File: config.mk
export PLATFORM = sky130hd
export DESIGN_NAME = program_loader
export DESIGN_NICKNAME = d
export VERILOG_FILES = /design/src/rtl/program_loader.sv
export SDC_FILE = /design/constraint.sdc
export NUM_CORES = 1
export LEC_CHECK = 0
export CAP_MARGIN = 0
export CORE_MARGIN = 3
export CORE_UTILIZATION = 52
export CTS_CLUSTER_DIAMETER = 40
export DETAILED_ROUTE_END_ITERATION = 8
export PLACE_DENSITY = 0.81
export RECOVER_POWER = 50
export SETUP_SLACK_MARGIN = 0.1
export SLEW_MARGIN = 20
export SYNTH_ARGS = -nofsm -noshare
export SYNTH_HDL_FRONTEND = slang
export SYNTH_SLANG_ARGS = --single-unit
File: constraint.sdc
create_clock -name clk -period 4.3 [get_ports clk]
set_input_delay 0.86 -clock clk [delete_from_list [all_inputs] [get_ports clk]]
set_output_delay 0.86 -clock clk [all_outputs]
set_load 0.03 [all_outputs]
File: src/rtl/program_loader.sv
// Boot/overlay loader: copies a block of disk words into the instruction/data RAM,
// one REQ/WRITE pair per word, with range checking and a per-word ack timeout.
module program_loader #(
  parameter int unsigned DATA_W    = 32,
  parameter int unsigned ADDR_W    = 10,
  parameter int unsigned MEM_DEPTH = 600,
  parameter int unsigned DISK_AW   = 16,
  parameter int unsigned TIMEOUT   = 255
) (
  input  logic               clk,
  input  logic               reset,
  input  logic               start,
  input  logic [DISK_AW-1:0] src_base,
  input  logic [ADDR_W-1:0]  dst_base,
  input  logic [ADDR_W-1:0]  length,
  output logic               disk_req,
  output logic [DISK_AW-1:0] disk_addr,
  input  logic               disk_ack,
  input  logic [DATA_W-1:0]  disk_data,
  output logic [DATA_W-1:0]  mem_dado,
  output logic [ADDR_W-1:0]  mem_endereco,
  output logic               mem_write,
  output logic               busy,
  output logic               done,
  output logic               error
);

  localparam int unsigned TCNT_W = $clog2(TIMEOUT + 1);
  localparam logic [TCNT_W-1:0] TLAST  = TCNT_W'(TIMEOUT - 1);
  localparam logic [ADDR_W:0]   DEPTH  = (ADDR_W + 1)'(MEM_DEPTH);

  typedef enum logic [2:0] {
    IDLE,
    REQ,
    WRITE,
    DONE,
    ERR
  } state_t;

  state_t              state;
  logic [DISK_AW-1:0]  src_q;
  logic [ADDR_W-1:0]   dst_q;
  logic [ADDR_W-1:0]   len_q;
  logic [ADDR_W-1:0]   idx;
  logic [TCNT_W-1:0]   tcnt;

  logic [ADDR_W:0]     end_addr;
  logic [ADDR_W-1:0]   idx_inc;

  // One extra bit so dst_base+length cannot wrap past the depth check.
  always_comb begin
    end_addr = {1'b0, dst_base} + {1'b0, length};
    idx_inc  = idx + 1'b1;
  end

  always_ff @(posedge clk or posedge reset) begin
    if (reset) begin
      state        <= IDLE;
      src_q        <= '0;
      dst_q        <= '0;
      len_q        <= '0;
      idx          <= '0;
      tcnt         <= '0;
      disk_req     <= 1'b0;
      disk_addr    <= '0;
      mem_dado     <= '0;
      mem_endereco <= '0;
      mem_write    <= 1'b0;
      busy         <= 1'b0;
      done         <= 1'b0;
      error        <= 1'b0;
    end else begin
      done      <= 1'b0;
      mem_write <= 1'b0;
      case (state)
        IDLE: begin
          if (start) begin
            src_q <= src_base;
            dst_q <= dst_base;
            len_q <= length;
            idx   <= '0;
            tcnt  <= '0;
            error <= 1'b0;
            busy  <= 1'b1;
            if (length == '0) begin
              state <= DONE;
            end else if (end_addr > DEPTH) begin
              state <= ERR;
            end else begin
              state     <= REQ;
              disk_req  <= 1'b1;
              disk_addr <= src_base;
            end
          end
        end
        REQ: begin
          if (disk_ack) begin
            mem_dado     <= disk_data;
            mem_endereco <= dst_q + idx;
            disk_req     <= 1'b0;
            mem_write    <= 1'b1;
            state        <= WRITE;
          end else if (tcnt == TLAST) begin
            disk_req <= 1'b0;
            state    <= ERR;
          end else begin
            tcnt <= tcnt + 1'b1;
          end
        end
        WRITE: begin
          // mem_write was raised on entry; the RAM captures on this edge.
          idx  <= idx_inc;
          tcnt <= '0;
          if (idx_inc == len_q) begin
            state <= DONE;
          end else begin
            state     <= REQ;
            disk_req  <= 1'b1;
            disk_addr <= src_q + DISK_AW'(idx_inc);
          end
        end
        DONE: begin
          done  <= 1'b1;
          busy  <= 1'b0;
          state <= IDLE;
        end
        ERR: begin
          error <= 1'b1;
          done  <= 1'b1;
          busy  <= 1'b0;
          state <= IDLE;
        end
        default: state <= IDLE;
      endcase
    end
  end

endmodule

# ---- Word level (Yosys, flattened, before mapping)
# Index checks and enable logic that the tools add are counted.
dict set report word_totals {
  elab_cells 81
  input_bits 72
  regBits 120
}
dict set report op_classes {
  addsub 5
  mux 32
  order_cmp 1
  reduce_logical 16
  eq_ne 13
}
# op n
set op_table {}
lappend op_table {{two-way mux 16 bit} 4}
lappend op_table {{case mux 16 bit (2 select lines)} 1}
lappend op_table {{two-way mux 8 bit} 3}
lappend op_table {{case mux 8 bit (3 select lines)} 1}
lappend op_table {{case mux 10 bit (2 select lines)} 1}
lappend op_table {{adder 16 x 10 -> 16 bit} 1}
lappend op_table {{two-way mux 3 bit} 5}
lappend op_table {{inequality test 2 bit (second input constant)} 6}
lappend op_table {{AND reduction 2 bit} 6}
lappend op_table {{adder 10 x 10 -> 11 bit} 1}
lappend op_table {{> comparator 11 x 10 -> 1 bit (second input constant)} 1}
lappend op_table {{two-way mux 1 bit} 11}
lappend op_table {{adder 10 x 1 -> 10 bit (second input constant)} 1}
lappend op_table {{adder 10 bit} 1}
lappend op_table {{== test 10 bit} 1}
lappend op_table {{logical NOT 10 bit} 1}
lappend op_table {{two-way mux 10 bit} 1}
lappend op_table {{case mux 3 bit (3 select lines)} 1}
lappend op_table {{adder 8 x 1 -> 8 bit (second input constant)} 1}
lappend op_table {{== test 8 bit (second input constant)} 1}
lappend op_table {{== test 3 x 2 -> 1 bit (second input constant)} 2}
lappend op_table {{AND reduction 6 bit} 1}
lappend op_table {{nonzero test 2 bit} 3}
lappend op_table {{AND reduction 5 bit} 1}
lappend op_table {{10 further kinds} 11}

# ---- Logic depth before layout (Yosys ltp)
# Gate-level depths: netlist of run 1.
dict set report logic_depth {
  ltp_word 6
  depth_mapped 13
  mapped_depth_nobuf 13
}

# ---- Least setup slack after synthesis of run 1
# No wires, ideal clock.
dict set report synth_path {
  path_type {input to register}
  from {in dst_base[0]}
  to {reg disk_addr[10]}
  n_path_buf 1
  required_ns 4.175
  arrival_time_ns 3.222
  setup_ns 0.125
  cell_stages 12
  path_slack_ns 0.953
  path_cell_list {ha_1 -> inv_1 -> fa_1 -> nand2b_1 -> a211oi_2 -> nor2_1 -> o311a_1 -> o221ai_2 -> a211oi_2 -> o21ai_4 -> buf_12 -> mux2_4}
}
dict set report synth_between {
  elab_chain_cells 4
}
# element line_no
set synth_rtl {}
lappend synth_rtl {{start, declared} 14} ;# input logic [ADDR_W-1:0] dst_base,
lappend synth_rtl {{adder 10 x 10 -> 11 bit} 52} ;# end_addr = {1'b0, dst_base} + {1'b0, length};
lappend synth_rtl {{> comparator 11 x 10 -> 1 bit} 87} ;# end else if (end_addr > DEPTH) begin
lappend synth_rtl {{inequality test 2 bit (no source line)} n/a}
lappend synth_rtl {{AND reduction 5 bit (no source line)} n/a}
lappend synth_rtl {{end signal, assigned} 92} ;# disk_addr <= src_base;
lappend synth_rtl {{end signal, assigned} 119} ;# disk_addr <= src_q + DISK_AW'(idx_inc);
lappend synth_rtl {{end, declared} 17} ;# output logic [DISK_AW-1:0] disk_addr,
# Every way passes these cells.
# A chain may end at the register's enable or synchronous reset.

# ---- Final worst setup path of run 1
dict set report layout_path {
  from {in length[0]}
  to {reg disk_addr[1]}
}
dict set report layout_between {
  elab_chain_cells 4
}
# element line_no
set layout_rtl {}
lappend layout_rtl {{start, declared} 15} ;# input logic [ADDR_W-1:0] length,
lappend layout_rtl {{adder 10 x 10 -> 11 bit} 52}
lappend layout_rtl {{> comparator 11 x 10 -> 1 bit} 87}
lappend layout_rtl {{inequality test 2 bit (no source line)} n/a}
lappend layout_rtl {{AND reduction 5 bit (no source line) (*)} n/a}
# Mark *: on every way between the ends. The rest lies on a longest branch, timed or not.

==> summary.md, run 1 <==
| Metric | Value |
|---|---|
| Status | complete, but fails checks |
| Violated checks | max-capacitance violations, max-slew violations |
| Hold_sp | mem_dado[1]$_DFFE_PP0P_ |
| Slew Limit Fails | 102 |
| Layout cell share with drive strength beyond 1 | 11.70% |
| Leak | 3.954 nW |
| Area Overhead vs Synth | 30.27% |
| Die Height | 119.5 um |
| Most frequent cell after synthesis | nand2_1 |
| DRC marker count from the first detailed-route iteration | 365 |
| Max cap viols | 2 |
| Final setup vio count | 0 |
| Worst slew margin | -42.37% |
| Site Rows | 40 |
| CTS resizes | 0 |
| CP endpoint kind | register |
| Die area | 14270 um2 |
| H-tree Lvls | 4 |
| Flop2flop setup slack | 0.66 ns |
| Total CTS buffers | 17 |
| Initial Util | 54.36% |
| Vias in the first global route | 5670 |
| Crit Reg-Reg Startpoint | idx[0]$_DFFE_PP0P_ |
| Final WL | 16.29 mm |
| Post-DP HPWL | 12.11 mm |
| Worst min path class | reg2reg |
| Primary FF master, synth | dfrtp_1 |
| Placed Area | 8192 um2 |
| Tightest Pin Transition | 2.124 ns |
| Final min period | 3.689 ns |
| Hold Crit Endpoint | mem_dado[1]$_DFFE_PP0P_ |
| Synth top area cells | dfrtp_1, nand2_1, mux2_2 |
| Global route total overflow | 0 |
| Cell depth of the worst min-delay path | 2 |
| EDFF count, synth | 0 |
| Req. time, crit path | 4.59 ns |
| Setup repair bufs after CTS | 0 |
| Post-route ant nets | 0 |
| Sequential share of the synthesized area | 44.87% |
| Core area | 12310 um2 |
| Post-Syn Nets | 786 |
| Synthesized area per cell | 9.857 um2 |
| Antenna Cells | 0 |
| Post-synth top area cell | dfrtp_1 |
| Crit path arrival time | 3.98 ns |
| Crit path kind | in2reg |
| Fmax | 271.1 MHz |
| Initial antenna violation count | 0 |
| Clk_lat worst skew | 0.41 ns |
| GPL Wtd Cong | 0.8820 |
| Die W | 119.5 um |
| Clk root buf | clkbuf_16 |
| Yosys cell types | 69 |
| Worst IR drop on VDD | 0.3948 mV |
| Worst Reg-to-Reg Cells | 13 |
| Fin. Hold Viols | 0 |
| Ys Warns | 0 |
| Mapped cell area | 6693 um2 |
| Clock buffer depth | 2 |
| Yosys top cell area share | 44.87% |
| Post-Synthesis Cells | 679 |
| Via count of the routed design | 5419 |
| Fin Setup TNS | 0 ns |
| # IOs | 135 |
| GRT Total Usage | 23.87% |
| Post-CTS Hold Fix Bufs | 0 |
| R2r endpoint | disk_addr[12]$_DFFE_PP0P_ |
| RSZ-0062 raised after global routing | false |
| Avg WL per Cell | 16.34 um |
| Skew final | 0.006792 ns |
| Post-synth top cells | nand2_1, dfrtp_1, mux2_2, o21ai_0, ha_1 |
| CTS clk-pin slew, worst paths | 0.05 ns |
| Largest net degree at the start of global routing | 52 |
| Worst Path Max Fanout | 16 |
| Layout Nets | 923 |
| PwrDens | 680.4 nW/um2 |
| 1st-pass router iterations | 4 |
| Vias per cell | 5.435 |
| CTS Sinks | 120 |
| Asr flop ratio synth | 100.0% |
| # port buffers | 134 |
| Final Cell Area | 8718 um2 |
| Register bit total from synthesis | 120 |
| First-pass GRT wire length | 27.67 mm |
| Startpoint Class | primary input |
| TritonCTS clock tree | done |
| Tcrit/Tclk final | 85.78% |
| DRC | 0 |
[state kept, by name (all words and copies together) (netlist names)]
name,count
src_q,16
busy,1
dst_q,10
disk_addr,16
done,1
len_q,10
idx,10
mem_dado,32
mem_endereco,10
tcnt,8
error,1
state,3
mem_write,1
disk_req,1
[where the power goes]
part           switching [mW]  internal [mW]  leakage [nW]
sequential              0.339           1.60          1.49
clock                   0.492          0.805         0.274
combinational            1.45           1.25          2.19
total                    2.28           3.65          3.95
[through the flow]
step | hold slack (ns) | instances | total power [mW] | util [%] | setup slack [ns]
final | 0.4721 | 997 | 5.932 | 70.81 | 0.6114
after global routing | 0.4978 | 997 | 6.293 | 70.81 | 0.2427
after CTS | 0.4751 | 997 | 5.977 | 71.00 | 0.6382
after detailed placement | 0.4620 | 965 | 4.653 | 66.53 | 0.2106
after global placement | 0.4580 | 965 | 4.549 | 66.53 | 0.3292
after floorplan | 0.4875 | 679 | 3.671 | - | 0.2542
[cell families (layout without fill, tap and decap cells)]
logic type / Yosys count / after routing / synth area share, %
flip-flops: 120 / 120 / 44.87
XOR/XNOR: 44 / 44 / 5.964
AO/OA/AOI/OAI: 130 / 130 / 12.60
multiplexers: 52 / 52 / 9.291
buffers and inverters: 55 / 205 / 3.776
AND/OR/NAND/NOR: 243 / 243 / 16.62
adder cells (fa/ha/maj): 35 / 35 / 6.880
[worst max path at each step]
stage          depth (start not counted)                        to      start  slack, ns
5_1_grt                                3  disk_addr[0]$_DFFE_PP0P_      reset       0.24
3_5_place_dp                          13  disk_addr[5]$_DFFE_PP0P_  length[0]       0.21
4_1_cts                               13  disk_addr[1]$_DFFE_PP0P_  length[0]       0.64
3_3_place_gp                          13  disk_addr[5]$_DFFE_PP0P_  length[0]       0.33
2_1_floorplan                          1          busy$_DFFE_PP0P_      reset       0.25
6_report                              13  disk_addr[1]$_DFFE_PP0P_  length[0]       0.61
[critical path, cell delays in order]
cell and delay, ns:
clkdlybuf4s50_1 0.54, ha_1 0.22, inv_1 0.06, fa_1 0.39, nand2b_1 0.19, a211oi_2 0.27, nor2_1 0.07, o311a_1 0.32
o221ai_2 0.23, a211oi_2 0.13, o21ai_4 0.17, buf_12 0.19, mux2_2 0.35
[routing by layer]
metal / global-route usage [%] / wire (um)
met4: 9.592 / 345
met2: 39.55 / 7942
met1: 30.20 / 6927
met5: 0 / 0
met3: 5.698 / 1071
[layout by cell type (no fill, tap or decap), types with 3 or more instances in the layout]
cell / count
dfrtp_1: 120
clkbuf_1: 7
xnor2_1: 24
a22o_1: 4
clkinv_4: 3
and4_1: 4
o21ai_0: 40
mux2_2: 41
nand2b_1: 6
nor3b_1: 3
nand2_1: 146
nor4_1: 3
nand4_1: 4
clkdlybuf4s50_1: 132
fa_1: 3
nor3_1: 8
and3_1: 10
a21oi_1: 30
o31ai_1: 6
mux2_4: 10
inv_1: 29
a31oi_1: 5
a21boi_0: 3
clkinv_2: 6
o21bai_1: 5
o22ai_1: 4
nand3_1: 8
a21o_1: 6
nor2_1: 30
or3_1: 3
o21a_1: 4
xor2_1: 19
clkbuf_16: 17
ha_1: 32
nor2b_1: 3
[area by class of cell]
class                      instances  area, um2
sequential                       120       3003
fill                             908       3593
timing repair buffer             143       1400
clock inverter                    12      102.6
clock buffer                      20      446.7
multi-input combinational        504       3442
inverter                          30      113.9
tap                              168      210.2
Note: power is estimated with default switching activity, not from simulation.
==> run 2: changes to the inputs <==
Clock period 4.3 ns to 4.1 ns, I/O delays scaled along.
==> run 2 against run 1 <==
  * The run still ends with max-capacitance violations, max-slew violations left
  * Die area unchanged
  * Global-route usage increased by 0.21 points
  * Total power increased by 5.2%
  * Via count up 2.0%
  * Combinational power increased by 6%
  * Largest power group unchanged
  * Highest routed layer unchanged
==> summary.md, run 2 (synthesized netlist as in run 1, its figures left out) <==
| Metric | Value |
|---|---|
| Status | complete, but fails checks (unchanged) |
| Violated checks | max-capacitance violations, max-slew violations (unchanged) |
| Worst min path class | reg2reg (unchanged) |
| Antenna Cells | 0 (unchanged) |
| Startpoint Class | primary input (unchanged) |
| Setup repair bufs after CTS | 0 (unchanged) |
| CP delay by family, top | compound AO/OA/AOI/OAI gates (unchanged) |
| RSZ-0062 raised after global routing | false (unchanged) |
| Fin Setup TNS | 0 ns (unchanged) |
| Clock buffer depth | 2 (unchanged) |
| H-tree Lvls | 4 (unchanged) |
| # port buffers | 134 (unchanged) |
| Crit path kind | in2reg (unchanged) |
| Post-route ant nets | 0 (unchanged) |
| Max cap viols | 2 (unchanged) |
| 1st-pass router iterations | 5 (was 4) |
| Tcrit/Tclk final | 90.38% |
| Post-Place Worst Slack | 0.03199 ns (was 0.2106 ns) |
| Initial antenna violation count | 0 (unchanged) |
| CP Buf/Inv Count | 3 (unchanged) |
| Most frequent cells in the layout | nand2_1, clkdlybuf4s50_1, dfrtp_1 (unchanged) |
| Total CTS buffers | 17 (unchanged) |
| Fin. Hold Viols | 0 (unchanged) |
| CTS resizes | 0 (unchanged) |
| Tightest Pin Transition | 2.095 ns (was 2.124 ns) |
| CTS Sinks | 120 (unchanged) |
| Largest net degree at the start of global routing | 80 (was 52) |
| Most flop-heavy register | mem_dado (unchanged) |
| Via count of the routed design | 5527 (was 5419) |
| TritonCTS clock tree | done (unchanged) |
| GRT Total Usage | 24.08% (was 23.87%) |
| WHS | 0.4750 ns (was 0.4721 ns) |
| Fmax | 269.9 MHz |
| GPL Wtd Cong | 0.8859 (was 0.8820) |
| Layout cell share with drive strength beyond 1 | 11.74% (was 11.70%) |
| Flop2flop setup slack | 0.53 ns (was 0.66 ns) |
| Initial Util | 54.36% (unchanged) |
| Crit path arrival time | 4.00 ns (was 3.98 ns) |
| Core area | 12310 um2 (unchanged) |
| Die area | 14270 um2 (unchanged) |
| Avg WL per Cell | 16.57 um (was 16.34 um) |
| Final WL | 16.48 mm (was 16.29 mm) |
| Post-layout util | 70.81% (unchanged) |
| Worst slew margin | -39.68% (was -42.37%) |
| Site Rows | 40 (unchanged) |
| Skew final | 0.007723 ns (was 0.006792 ns) |
| Req. time, crit path | 4.39 ns (was 4.59 ns) |
| Worst Path Max Fanout | 16 (unchanged) |
| Total design power | 6.238 mW (was 5.932 mW) |
| Layout Nets | 921 (was 923) |
| Post-DP HPWL | 11.90 mm (was 12.11 mm) |
| Biggest regs | mem_dado x32, disk_addr x16, src_q x16 (unchanged) |
| Area Overhead vs Synth | 30.27% (unchanged) |
| Final Worst Setup Slack | 0.3944 ns (was 0.6114 ns) |
| Die Height | 119.5 um (unchanged) |
| Worst IR drop on VDD | 0.3863 mV (was 0.3948 mV) |
| Crit-path max cell delay | 0.54 ns (about the same) |
| # IOs | 135 (unchanged) |
| Commonest non-fill, non-tap cell in the layout | nand2_1 (unchanged) |
| Slew Limit Fails | 81 (was 102) |
| Die W | 119.5 um (unchanged) |
| Final setup vio count | 0 (unchanged) |
| Leak | 3.949 nW (was 3.954 nW) |
| Most common cell on crit path | a211oi_2 (unchanged) |
| CTS clk-pin slew, worst paths | 0.05 ns (about the same) |
| CP endpoint kind | register (unchanged) |
| Vias in the first global route | 5643 (was 5670) |
| Final min period | 3.706 ns |
| DRC | 0 (unchanged) |
| CP Cell Sequence | clkdlybuf4s50_1 -> ha_1 -> inv_1 -> fa_1 -> nand2b_1 -> a211oi_2 -> nor2_1 -> o311a_1 -> o221ai_2 -> a211oi_2 -> o21ai_4 -> buf_12 -> mux2_2 (unchanged) |
| Global route total overflow | 0 (unchanged) |
| Clk_lat worst skew | 0.41 ns (about the same) |
| Max reg flops | 32 (unchanged) |
| Clk root buf | clkbuf_16 (unchanged) |
| DRC marker count from the first detailed-route iteration | 396 (was 365) |
| First-pass GRT wire length | 27.68 mm (was 27.67 mm) |
| PwrDens | 715.5 nW/um2 (was 680.4 nW/um2) |
| Vias per cell | 5.560 (was 5.435) |
| Slowest-stage cell, CP | clkdlybuf4s50_1 (unchanged) |
| Post-CTS Hold Fix Bufs | 0 (unchanged) |
==> run 2: changes by cell type in the layout (fill, tap and decap cells not counted), sizes merged <==
cell / change
buf: +1
clkdlybuf4s50: -3
clkinv: -5
clkinvlp: +2
dlygate4sd3: +3
inv: -1
==> run 2: final cells by class <==
class / count / area (um2)
well taps: 168 / 210.2
multi-input cells: 504 / 3442
clock buffers: 23 / 478.0
inverters: 30 / 113.9
flip-flops and latches: 120 / 3003
repair buffers: 141 / 1399
fillers: 935 / 3593
clock inverters: 8 / 72.57
==> run 2: final timing paths <==
check | endpoint | start | cells after the start
worst max-delay path | disk_addr[1]$_DFFE_PP0P_ | length[0] | 13
worst min-delay path | mem_dado[0]$_DFFE_PP0P_ | mem_dado[0]$_DFFE_PP0P_ | 2
worst max register to register | disk_addr[15]$_DFFE_PP0P_ | idx[0]$_DFFE_PP0P_ | 12
worst min register to register | mem_dado[0]$_DFFE_PP0P_ | mem_dado[0]$_DFFE_PP0P_ | 2
max in group asynchronous | len_q[4]$_DFFE_PP0P_ | reset | 3
min in group asynchronous | mem_dado[16]$_DFFE_PP0P_ | reset | 2
==> run 2: metal layers <==
metal / GRT usage (%) / wire [um]
met1: 29.91 / 6995
met2: 40.40 / 8039
met3: 5.556 / 1001
met4: 10.16 / 437
met5: 0 / 0
==> run 2: stage by stage <==
stage,cells,cell area (um2)
detailed placement,963,8190
finish,994,8718
CTS,994,8741
floorplan,679,6696
global route,994,8718
global placement,963,8190
==> run 2: worst min-delay path: cells and delay by family (launching register included) <==
family	cells	cell delay, ns
DFF	1	0.34
and+or+nand+nor	2	0.11
==> run 2: power by group <==
group | internal (mW) | switching [mW]
Clock | 0.871 | 0.501
Sequential | 1.68 | 0.350
Combinational | 1.31 | 1.53
Total | 3.86 | 2.38
